## src/rtl/morse_pkg.sv

```systemverilog
// Shared Morse definitions: letter codes, element encoding, decoder states
// and default timing constants used by the encryptor/decoder pair.
package morse_pkg;

    localparam int CODE_W = 5;

    localparam logic [CODE_W-1:0] L_A = 5'd1;
    localparam logic [CODE_W-1:0] L_B = 5'd2;
    localparam logic [CODE_W-1:0] L_C = 5'd3;
    localparam logic [CODE_W-1:0] L_D = 5'd4;
    localparam logic [CODE_W-1:0] L_E = 5'd5;
    localparam logic [CODE_W-1:0] L_F = 5'd6;
    localparam logic [CODE_W-1:0] L_G = 5'd7;
    localparam logic [CODE_W-1:0] L_H = 5'd8;
    localparam logic [CODE_W-1:0] L_I = 5'd9;
    localparam logic [CODE_W-1:0] L_J = 5'd10;
    localparam logic [CODE_W-1:0] L_K = 5'd11;
    localparam logic [CODE_W-1:0] L_L = 5'd12;
    localparam logic [CODE_W-1:0] L_M = 5'd13;
    localparam logic [CODE_W-1:0] L_N = 5'd14;
    localparam logic [CODE_W-1:0] L_O = 5'd15;
    localparam logic [CODE_W-1:0] L_P = 5'd16;
    localparam logic [CODE_W-1:0] L_Q = 5'd17;
    localparam logic [CODE_W-1:0] L_R = 5'd18;
    localparam logic [CODE_W-1:0] L_S = 5'd19;
    localparam logic [CODE_W-1:0] L_T = 5'd20;
    localparam logic [CODE_W-1:0] L_U = 5'd21;
    localparam logic [CODE_W-1:0] L_V = 5'd22;
    localparam logic [CODE_W-1:0] L_W = 5'd23;
    localparam logic [CODE_W-1:0] L_X = 5'd24;
    localparam logic [CODE_W-1:0] L_Y = 5'd25;
    localparam logic [CODE_W-1:0] L_Z = 5'd26;

    localparam logic ELEM_DOT  = 1'b0;
    localparam logic ELEM_DASH = 1'b1;

    typedef enum logic [1:0] {
        S_IDLE  = 2'd0,
        S_MARK  = 2'd1,
        S_SPACE = 2'd2
    } state_e;

    localparam int DOT_MAX_DEF    = 1;
    localparam int DASH_MAX_DEF   = 4;
    localparam int LETTER_GAP_DEF = 3;
    localparam int CNT_W_DEF      = 4;

endpackage

```

## src/rtl/morse_lut.sv

```systemverilog
// Combinational map from (element count, MSB-first dot/dash pattern) to
// letter code; hit=0 for any combination that is not a letter.
module morse_lut
    import morse_pkg::*;
(
    input  logic [2:0]        elem_cnt,
    input  logic [3:0]        pattern,
    output logic [CODE_W-1:0] code,
    output logic              hit
);

    always_comb begin
        code = '0;
        hit  = 1'b1;
        // Unused upper pattern bits are always zero because the pattern
        // register is cleared at the start of each letter.
        case ({elem_cnt, pattern})
            7'b001_0000: code = L_E;
            7'b001_0001: code = L_T;
            7'b010_0001: code = L_A;
            7'b010_0000: code = L_I;
            7'b010_0011: code = L_M;
            7'b010_0010: code = L_N;
            7'b011_0100: code = L_D;
            7'b011_0110: code = L_G;
            7'b011_0101: code = L_K;
            7'b011_0111: code = L_O;
            7'b011_0010: code = L_R;
            7'b011_0000: code = L_S;
            7'b011_0001: code = L_U;
            7'b011_0011: code = L_W;
            7'b100_1000: code = L_B;
            7'b100_1010: code = L_C;
            7'b100_0010: code = L_F;
            7'b100_0000: code = L_H;
            7'b100_0111: code = L_J;
            7'b100_0100: code = L_L;
            7'b100_0110: code = L_P;
            7'b100_1101: code = L_Q;
            7'b100_0001: code = L_V;
            7'b100_1001: code = L_X;
            7'b100_1011: code = L_Y;
            7'b100_1100: code = L_Z;
            default:     hit  = 1'b0;
        endcase
    end

endmodule

```

## src/rtl/morse_decoder.sv

```systemverilog
// Serial Morse receiver: measures mark/space run lengths, rebuilds the
// dot/dash pattern of each letter and emits its code with a VALID pulse.
module morse_decoder
    import morse_pkg::*;
#(
    parameter int DOT_MAX    = DOT_MAX_DEF,
    parameter int DASH_MAX   = DASH_MAX_DEF,
    parameter int LETTER_GAP = LETTER_GAP_DEF,
    parameter int CNT_W      = CNT_W_DEF
) (
    input  logic              clk,
    input  logic              rst,
    input  logic              IN,
    output logic [CODE_W-1:0] OUT,
    output logic              VALID,
    output logic              ERR,
    output state_e            state_dbg
);

    localparam logic [CNT_W-1:0] RUN_MAX  = {CNT_W{1'b1}};
    localparam logic [CNT_W-1:0] RUN_ONE  = CNT_W'(1);
    localparam logic [CNT_W-1:0] DOT_LIM  = CNT_W'(DOT_MAX);
    localparam logic [CNT_W-1:0] DASH_LIM = CNT_W'(DASH_MAX);
    localparam logic [CNT_W-1:0] GAP_LIM  = CNT_W'(LETTER_GAP);

    state_e            state_q, state_d;
    logic [CNT_W-1:0]  run_q, run_d;
    logic [2:0]        cnt_q, cnt_d;
    logic [3:0]        pat_q, pat_d;
    logic              serr_q, serr_d;
    logic [CODE_W-1:0] out_q, out_d;
    logic              valid_q, valid_d;
    logic              err_q, err_d;

    logic [CODE_W-1:0] lut_code;
    logic              lut_hit;
    logic              elem;

    morse_lut u_lut (
        .elem_cnt (cnt_q),
        .pattern  (pat_q),
        .code     (lut_code),
        .hit      (lut_hit)
    );

    assign elem = (run_q > DOT_LIM) ? ELEM_DASH : ELEM_DOT;

    always_comb begin
        state_d = state_q;
        run_d   = run_q;
        cnt_d   = cnt_q;
        pat_d   = pat_q;
        serr_d  = serr_q;
        out_d   = out_q;
        valid_d = 1'b0;
        err_d   = 1'b0;
        case (state_q)
            S_IDLE: begin
                if (IN) begin
                    state_d = S_MARK;
                    run_d   = RUN_ONE;
                end
            end
            S_MARK: begin
                if (IN) begin
                    if (run_q != RUN_MAX) run_d = run_q + RUN_ONE;
                end else begin
                    if (run_q > DASH_LIM || cnt_q == 3'd4) begin
                        serr_d = 1'b1;
                    end else begin
                        pat_d = {pat_q[2:0], elem};
                        cnt_d = cnt_q + 3'd1;
                    end
                    state_d = S_SPACE;
                    run_d   = RUN_ONE;
                end
            end
            S_SPACE: begin
                if (run_q >= GAP_LIM) begin
                    valid_d = 1'b1;
                    err_d   = serr_q | ~lut_hit;
                    out_d   = (serr_q | ~lut_hit) ? '0 : lut_code;
                    cnt_d   = '0;
                    pat_d   = '0;
                    serr_d  = 1'b0;
                    // A mark arriving on the closing sample opens the next letter.
                    state_d = IN ? S_MARK : S_IDLE;
                    run_d   = IN ? RUN_ONE : '0;
                end else if (IN) begin
                    state_d = S_MARK;
                    run_d   = RUN_ONE;
                end else begin
                    run_d = run_q + RUN_ONE;
                end
            end
            default: begin
                state_d = S_IDLE;
                run_d   = '0;
            end
        endcase
    end

    always_ff @(posedge clk) begin
        if (rst) begin
            state_q <= S_IDLE;
            run_q   <= '0;
            cnt_q   <= '0;
            pat_q   <= '0;
            serr_q  <= 1'b0;
            out_q   <= '0;
            valid_q <= 1'b0;
            err_q   <= 1'b0;
        end else begin
            state_q <= state_d;
            run_q   <= run_d;
            cnt_q   <= cnt_d;
            pat_q   <= pat_d;
            serr_q  <= serr_d;
            out_q   <= out_d;
            valid_q <= valid_d;
            err_q   <= err_d;
        end
    end

    assign OUT       = out_q;
    assign VALID     = valid_q;
    assign ERR       = err_q;
    assign state_dbg = state_q;

endmodule

```

## config.mk

```make
export PLATFORM = sky130hd
export DESIGN_NAME = morse_decoder
export DESIGN_NICKNAME = d
export VERILOG_FILES = /design/src/rtl/morse_pkg.sv /design/src/rtl/morse_lut.sv /design/src/rtl/morse_decoder.sv
export SDC_FILE = /design/constraint.sdc
export NUM_CORES = 1
export LEC_CHECK = 0
export CAP_MARGIN = 20
export CORE_ASPECT_RATIO = 2
export CORE_UTILIZATION = 45
export DETAILED_ROUTE_END_ITERATION = 10
export HOLD_SLACK_MARGIN = 0.15
export MAX_ROUTING_LAYER = met4
export PLACE_DENSITY = 0.67
export SLEW_MARGIN = 20
export SYNTH_ARGS = -nofsm -noshare
export SYNTH_HDL_FRONTEND = slang
export SYNTH_SLANG_ARGS = --single-unit
```

## constraint.sdc

```tcl
create_clock -name clk -period 5.3 [get_ports clk]
set_input_delay 0.795 -clock clk [delete_from_list [all_inputs] [get_ports clk]]
set_output_delay 0.795 -clock clk [all_outputs]
set_load 0.005 [all_outputs]
```

Yosys cells after proc, flatten, opt, wreduce, memory -nomap -nowiden
Index checks and enable logic that the tools add are counted.
{"block": "op_classes", "addsub": 2, "n_lt_le_gt_ge": 3, "n_eq_ne": 36, "n_mux": 29, "n_bitwise": 4, "n_reduce_logical": 10}
{"op": "$pmux W5 S26", "n": 1}
{"op": "$eq A7 B6 Y1 const B", "n": 12}
{"op": "$eq A7 B7 Y1 const B", "n": 12}
{"op": "$mux W4", "n": 8}
{"op": "$reduce_or A26 Y1", "n": 1}
{"op": "$eq A7 B5 Y1 const B", "n": 2}
{"op": "$pmux W4 S3", "n": 1}
{"op": "$ne A2 B2 Y1 const B", "n": 5}
{"op": "$mux W3", "n": 3}
{"op": "$mux W1", "n": 8}
{"op": "$pmux W4 S2", "n": 1}
{"op": "$reduce_and A4 Y1", "n": 2}
{"op": "$mux W2", "n": 3}
{"op": "$pmux W2 S3", "n": 1}
{"op": "$pmux W3 S2", "n": 1}
{"op": "$mux W5", "n": 1}
{"op": "$add A4 B1 Y4 const B", "n": 1}
{"op": "$ge A4 B2 Y1 const B", "n": 1}
{"op": "$gt A4 B1 Y1 const B", "n": 1}
{"op": "$gt A4 B3 Y1 const B", "n": 1}
{"op": "$ne A4 B4 Y1 const B", "n": 1}
{"op": "$reduce_and A2 Y1", "n": 2}
{"op": "$add A3 B1 Y3 const B", "n": 1}
{"op": "$eq A3 B3 Y1 const B", "n": 1}
{"op": "other kinds (11)", "n": 13}
{"block": "word_totals", "ff_bits": 21, "input_bits": 3, "word_cells": 92}

Depth between registers and ports, before layout
Gate-level depths: netlist of run 1.
{"block": "logic_depth", "word_depth": 6, "depth_mapped": 9, "mapped_depth_nobuf": 7}

Modules after synthesis
Synthesis of run 1 repeated with hierarchy kept, for this count alone.
{"block": "hier_totals", "cells_unflattened": 198, "area_unflattened_um2": 1503.9}
{"mod": "morse_decoder", "instances": 1, "cells_each": 125, "area_per_inst_um2": 1037.2, "seq_area_each_um2": 420.4}
{"mod": "morse_lut", "instances": 1, "cells_each": 73, "area_per_inst_um2": 466.7, "seq_area_each_um2": 0.0}

Worst setup path before layout of run 1
Ideal clock, no wire load.
{"block": "synth_path", "kind": "reg-to-reg", "start": "register cnt_q[0]", "end": "register out_q[0] (netlist: OUT[0])", "setup_ps": 117, "t_arrival_ps": 1777, "required_time_ps": 5183, "path_slack_ps": 3405, "path_stages_with_launch": 8, "n_path_buf": 1, "synth_period_minus_slack_ps": 1895, "path_cell_list": "dfxtp_1 ha_1 ha_1 clkbuf_1 o21a_1 a211o_1 a221o_1 a32o_1"}
{"block": "synth_between", "elab_chain_cells": 6}
{"item": "start: declaration", "line": "morse_decoder.sv:28", "rtl": "logic [2:0] cnt_q, cnt_d;"}
{"item": "start signal: assignment", "line": "morse_decoder.sv:116", "rtl": "cnt_q <= cnt_d;"}
{"item": "$eq A7 B5 Y1 (tied with other cells)", "line": "morse_lut.sv:17", "rtl": "case ({elem_cnt, pattern})"}
{"item": "$reduce_or A26 Y1 (no line)"}
{"item": "$mux W1", "line": "morse_lut.sv:17"}
{"item": "$not A1 Y1", "line": "morse_decoder.sv:82", "rtl": "out_d = (serr_q | ~lut_hit) ? '0 : lut_code;"}
{"item": "$or A1 B1 Y1", "line": "morse_decoder.sv:82"}
{"item": "$mux W5 (*)", "line": "morse_decoder.sv:82"}
{"item": "end signal: assignment", "line": "morse_decoder.sv:119", "rtl": "out_q <= out_d;"}
{"item": "end: declaration", "line": "morse_decoder.sv:31", "rtl": "logic [CODE_W-1:0] out_q, out_d;"}
Every way passes the cells marked *; elsewhere a longest branch is shown, timed or not.
A chain may end at the register's enable or synchronous reset.

Worst setup path after layout of run 1
{"block": "layout_path", "start": "input IN", "end": "register cnt_q[2]"}
{"block": "layout_between", "elab_chain_cells": 2}
{"item": "start: declaration", "line": "morse_decoder.sv:13", "rtl": "input logic IN,"}
{"item": "$ne A2 B2 Y1 (no line)"}
{"item": "$reduce_and A4 Y1 (no line)"}
Every way passes these cells.

==> results of run 1 <==
==> stage by stage <==
| step | cell area (um2) | cells | power [mW] |
|---|---|---|---|
| finish | 1580 | 217 | 0.296 |
| global placement | 1530 | 213 | 0.196 |
| detailed placement | 1530 | 213 | 0.197 |
| global route | 1580 | 217 | 0.312 |
| CTS | 1580 | 217 | 0.298 |
| floorplan | 1450 | 184 | 0.189 |
==> final cells by class <==
class | instances | area [um2]
inverter | 12 | 45.0
sequential | 21 | 420
clock inverter | 1 | 5.00
tap | 30 | 37.5
clock buffer | 3 | 41.3
timing repair buffer | 11 | 110
multi-input combinational | 139 | 918
fill | 306 | 1440
==> routing by layer <==
layer	up-vias	global-route usage (%)	wire (um)
li1	681	-	-
met1	668	23.6	1320
met2	42	44.8	2080
met3	13	1.30	91
met4	0	10.6	117
met5	-	-	0
==> cells by family after synthesis <==
| logic type | share of synthesized area (%) |
|---|---|
| flip-flops | 29.0 |
| multiplexers | 0.690 |
| adder cells (fa/ha/maj) | 7.76 |
| AO/OA/AOI/OAI | 30.7 |
| AND/OR/NAND/NOR | 24.1 |
| buffers and inverters | 7.76 |
==> synth_stat cells, types with 2 or more instances <==
cell / n / area (um2)
inv_1: 11 / 41.3
buf_2: 6 / 30.0
nand2b_1: 3 / 18.8
ha_1: 9 / 113
nor2b_1: 8 / 50.1
a32o_1: 6 / 60.1
nand2_1: 12 / 45.0
dfxtp_1: 21 / 420
buf_4: 2 / 15.0
nor2_1: 15 / 56.3
a21oi_1: 18 / 90.1
nor3_1: 5 / 25.0
a211oi_1: 5 / 37.5
o21ai_0: 10 / 50.1
nand3_1: 10 / 50.1
nor3b_1: 2 / 15.0
or3_1: 2 / 12.5
and2_1: 4 / 25.0
o22ai_1: 2 / 12.5
a31oi_1: 3 / 18.8
a311oi_1: 2 / 17.5
or2_2: 2 / 12.5
clkbuf_1: 3 / 11.3
o31ai_1: 3 / 22.5
==> placed cells by master, fill, tap and decap left out, drive strengths merged, types with 2 or more instances in the layout <==
master / Yosys / final
nor3: 5 / 5
nand2b: 3 / 3
a21oi: 19 / 19
a31oi: 3 / 3
a211oi: 5 / 5
nor2b: 8 / 8
nor2: 15 / 15
ha: 9 / 9
nand2: 12 / 12
inv: 12 / 12
o21ai: 10 / 10
a311oi: 2 / 2
and2: 4 / 4
or2: 2 / 2
o31ai: 3 / 3
a32o: 6 / 6
dfxtp: 21 / 21
o22ai: 2 / 2
or3: 3 / 3
clkdlybuf4s50: 0 / 11
nor3b: 3 / 3
nand3: 10 / 10
clkbuf: 3 / 3
==> power breakdown <==
part / switching [mW] / total, mW / internal, mW
Clock: 0.0497 / 0.102 / 0.0523
Sequential: 0.00467 / 0.165 / 0.160
Combinational: 0.0171 / 0.0294 / 0.0123
==> final timing paths <==
path	start	endpoint	slack, ps	depth (start not counted)
setup reg to reg	run_q[0]	OUT[4]	3190	5
hold reg to reg	OUT[2]	OUT[2]	470	1
hold / removal	OUT[2]	OUT[2]	470	1
setup / recovery	IN	cnt_q[2]	2930	5
==> critical path: stages <==
cell	delay, ps
clkdlybuf4s50_1	600
nor3b_1	390
o2111ai_1	390
a31oi_1	270
nor2_1	50
==> state kept, by name, indices dropped and copies added, names as in the netlist <==
name,count
pat_q,4
state_dbg,2
VALID,1
serr_q,1
cnt_q,3
ERR,1
OUT,5
run_q,4
==> metrics.txt, run 1 <==
worst hold slack=469 ps; share of cells above drive strength 1=between 6 and 7%; Final WS setup=2930 ps; WL final=3.61 mm; Avg Inst Size Synth=roughly 8 um2; global route overflow=0; DRT antenna net count=0; number of global-route vias before repair=1294; final hold vios=0; CTS tree=yes; synth warn=0; die width=around 42 um; largest net degree at the start of global routing=21; # Post-CTS Setup Buffers=0; Rows=28; Cell Area, Synth=1450 um2; maximum VDD drop=0.177 mV; CORE AREA=between 3000 and 4000 um2; Residual DRC=0; CTS H-tree depth=1; CP endpoint kind=register; setup TNS=0 ps; clk_lat worst skew=about 260 ps; post-synth cell types=44; Leakage=around 0.54 nW; critical path fanouts, max=9; worst slew pin tran=about 730 ps; status=finished clean; Relative slew margins=between 50% and 60%; initial antenna violation count=0; n_diodes=0; Die Area=between 3000 and 4000 um2; Root Driver=clkbuf_8; required time worst endpoint=roughly 5400 ps; CTS Sinks=21; async set-reset flop share out of synthesis=0%; syn nets=between 150 and 200; Nets=200; Top Ports=12; area grow syn2layout=8.71%; WL/cell=~17 um; startpoint types=input port; Final setup viols=0; minimum clock period=between 2000 and 2500 ps; Hold WC Path Type=register to register; Via density=about 6.5; Post-CTS Hold Buffers=0; Max Cap Viol=0; Post-synth EDFFs=0; Die Height=approximately 82 um; iteration-0 DRC count of the detailed router=between 70 and 80; post-place setup slack=between 2000 and 3000 ps; Final Max Slew Viols=0; Final Wtd Congestion=between 0.8 and 0.9; Top FF cell, synth=dfxtp_1; pwr/cell area=188 nW/um2; CTS buffer count=3; Clock Tree Buf Depth=2; Worst-path clk slew=~80 ps; detailed-route via count=roughly 1400; Initial DRT Pass Iterations=4; setup skew after layout=a little over 4 ps; sequential element share of the synthesized area=slightly below 30%; DP HPWL=roughly 2.8 mm; achievable clock frequency=0.421 GHz; register bit total from synthesis=21; WP data arrival=around 2500 ps; Initial Utilization=48.2%; WS Path Type=input port to register; first-pass GRT wire length=about 6.1 mm; Mapped Cells=roughly 180; GRT Util Overall=between 20% and 30%; I/O Buffers=11; RSZ-0062 raised after global routing=no; cts repair resizes=0; fin crit share=roughly 45%; fin util=52.4%
Power figures use the tool's default switching activity.
==> run 2, diff against run 1 <==
PLACE_DENSITY = 0.7   (was 0.67)
clock period = 2 ns   (was 5.3 ns; I/O delays follow)
==> run 2 against run 1 <==
Effect of this change: setup slack got worse by 2800 ps; non-clock buffer count rose by 16; wire length rose by 6.1%; core utilization rose by 4.9 points; first-iteration DRC count fell by 50%; register-to-register slack got worse by 3100 ps; global-route usage rose by 1.1 points; critical path depth rose by 2; critical endpoint is now OUT[0]; largest power group unchanged.
==> metrics.txt, run 2 (synthesis results as in run 1) <==
status=finished clean; CP endpoint kind=register; WS Path Type=register to register; WP data arrival=between 2000 and 2500 ps; design area=between 1500 and 2000 um2; setup skew after layout=about 1.7 ps; Max Cap Viol=0; met2 usage=48.0%; initial antenna violation count=0; Initial DRT Pass Iterations=5; CORE AREA=3010 um2; final hold vios=0; maximum VDD drop=0.523 mV; Final Wtd Congestion=around 1; Final setup viols=0; DRT antenna net count=0; first-pass GRT wire length=around 6.4 mm; multi-input logic area=roughly 950 um2; worst slew pin tran=between 600 and 700 ps; P_int=~610 uW; Rows=28; cts repair resizes=0; largest net degree at the start of global routing=19; number of global-route vias before repair=1448; GRT Util Overall=between 20% and 30%; fin crit share=a little over nine tenths; DP HPWL=about 3.0 mm; met3 usage=between 2 and 3%; CTS tree=yes; CTS Sinks=21; I/O Buffers=11; Initial Utilization=48.2%; pwr/cell area=464 nW/um2; n_diodes=0; sequential cell area=420 um2; Worst-path clk slew=70 ps; Post-CTS Hold Buffers=0; share of cells above drive strength 1=between 10% and 20%; Top Ports=12; global route hottest layer=met2; Die Area=between 3000 and 4000 um2; startpoint types=register; Placed Area=1650 um2; max reg flops=5; Sw Share=23.7%; setup TNS=0 ps; # Post-CTS Setup Buffers=0; WL/cell=between 15 and 20 um; WL final=between 3 and 4 mm; FILL cells=between 200 and 300; Via density=6.38; logic gate share of total power=around an eighth; Final Max Slew Viols=0; required time worst endpoint=roughly 2200 ps; placed insts=approximately 230; Root Driver=clkbuf_8; Relative slew margins=59.4%; RSZ-0062 raised after global routing=no; commonest non-fill, non-tap cell in the layout=dfxtp_1; achievable clock frequency=approximately 0.52 GHz; clk_lat worst skew=250 ps; detailed-route via count=approximately 1500; Residual DRC=0; area grow syn2layout=19.0%; Clock Tree Buf Depth=2; minimum clock period=1910 ps; reg2reg setup slack=~92 ps; Overall Power=roughly 800 uW; Nets=between 200 and 250; Hold WC Path Type=register to register; Psw=between 150 and 200 uW; Layout Cells excl Fill=~230; CTS H-tree depth=1; die width=approximately 42 um; commonest cells after routing, fill and taps aside=dfxtp_1 (21), a21oi_1 (18), buf_4 (16); Die Height=between 80 and 90 um; Flop pwr share=between 50% and 60%; share of total power in the clock network=33.7%; met1 usage=a little over a fifth; critical path fanouts, max=4; Leakage=between 0.6 and 0.7 nW; CTS buffer count=3; global route overflow=0; iteration-0 DRC count of the detailed router=36; fin util=between 50% and 60%
==> run 2: final timing paths <==
path         startpoint     end  depth (start not counted)
max            cnt_q[1]  OUT[0]                          7
min              serr_q  serr_q                          2
max reg2reg    cnt_q[1]  OUT[0]                          7
min reg2reg      serr_q  serr_q                          2
==> run 2: stage by stage <==
| step | hold slack, ps | setup WS, ps |
|---|---|---|
| after global placement | 460 | 93.8 |
| after global routing | 500 | 6.76 |
| after CTS | 474 | 41.2 |
| after detailed placement | 463 | 55.2 |
| final | 475 | 91.6 |
| after floorplan | 429 | 105 |
==> run 2: worst max-delay path, stage by stage, from the launching register on <==
cell,delay (ps)
dfxtp_1,380
inv_1,80
ha_1,190
nor2b_1,140
o21a_1,190
a211o_1,230
a221o_1,330
a32o_1,260
==> run 2: per-layer routing <==
metal / up-vias / part of all wire (%) / wire [um]
met5: - / 0 / 0
met4: 0 / 4.9 / 187
met3: 19 / 3.7 / 140
met2: 58 / 59 / 2240
met1: 699 / 33 / 1260
li1: 710 / - / -
==> run 2: final cells by class <==
class	instances	area share [%]
Clock buffer	4	2.61
Inverter	12	2.61
Multi-Input combinational cell	139	54.9
Sequential cell	21	24.3
Tap cell	30	2.17
Timing Repair Buffer	27	13.3
==> run 2: power groups by stage <==
stage | sequential [mW] | combinational, mW | clock (mW)
floorplan | 0.441 | 0.0600 | 0
global placement | 0.441 | 0.0936 | 0
detailed placement | 0.442 | 0.0961 | 0
CTS | 0.432 | 0.0966 | 0.275
global route | 0.434 | 0.110 | 0.291
finish | 0.432 | 0.0986 | 0.270
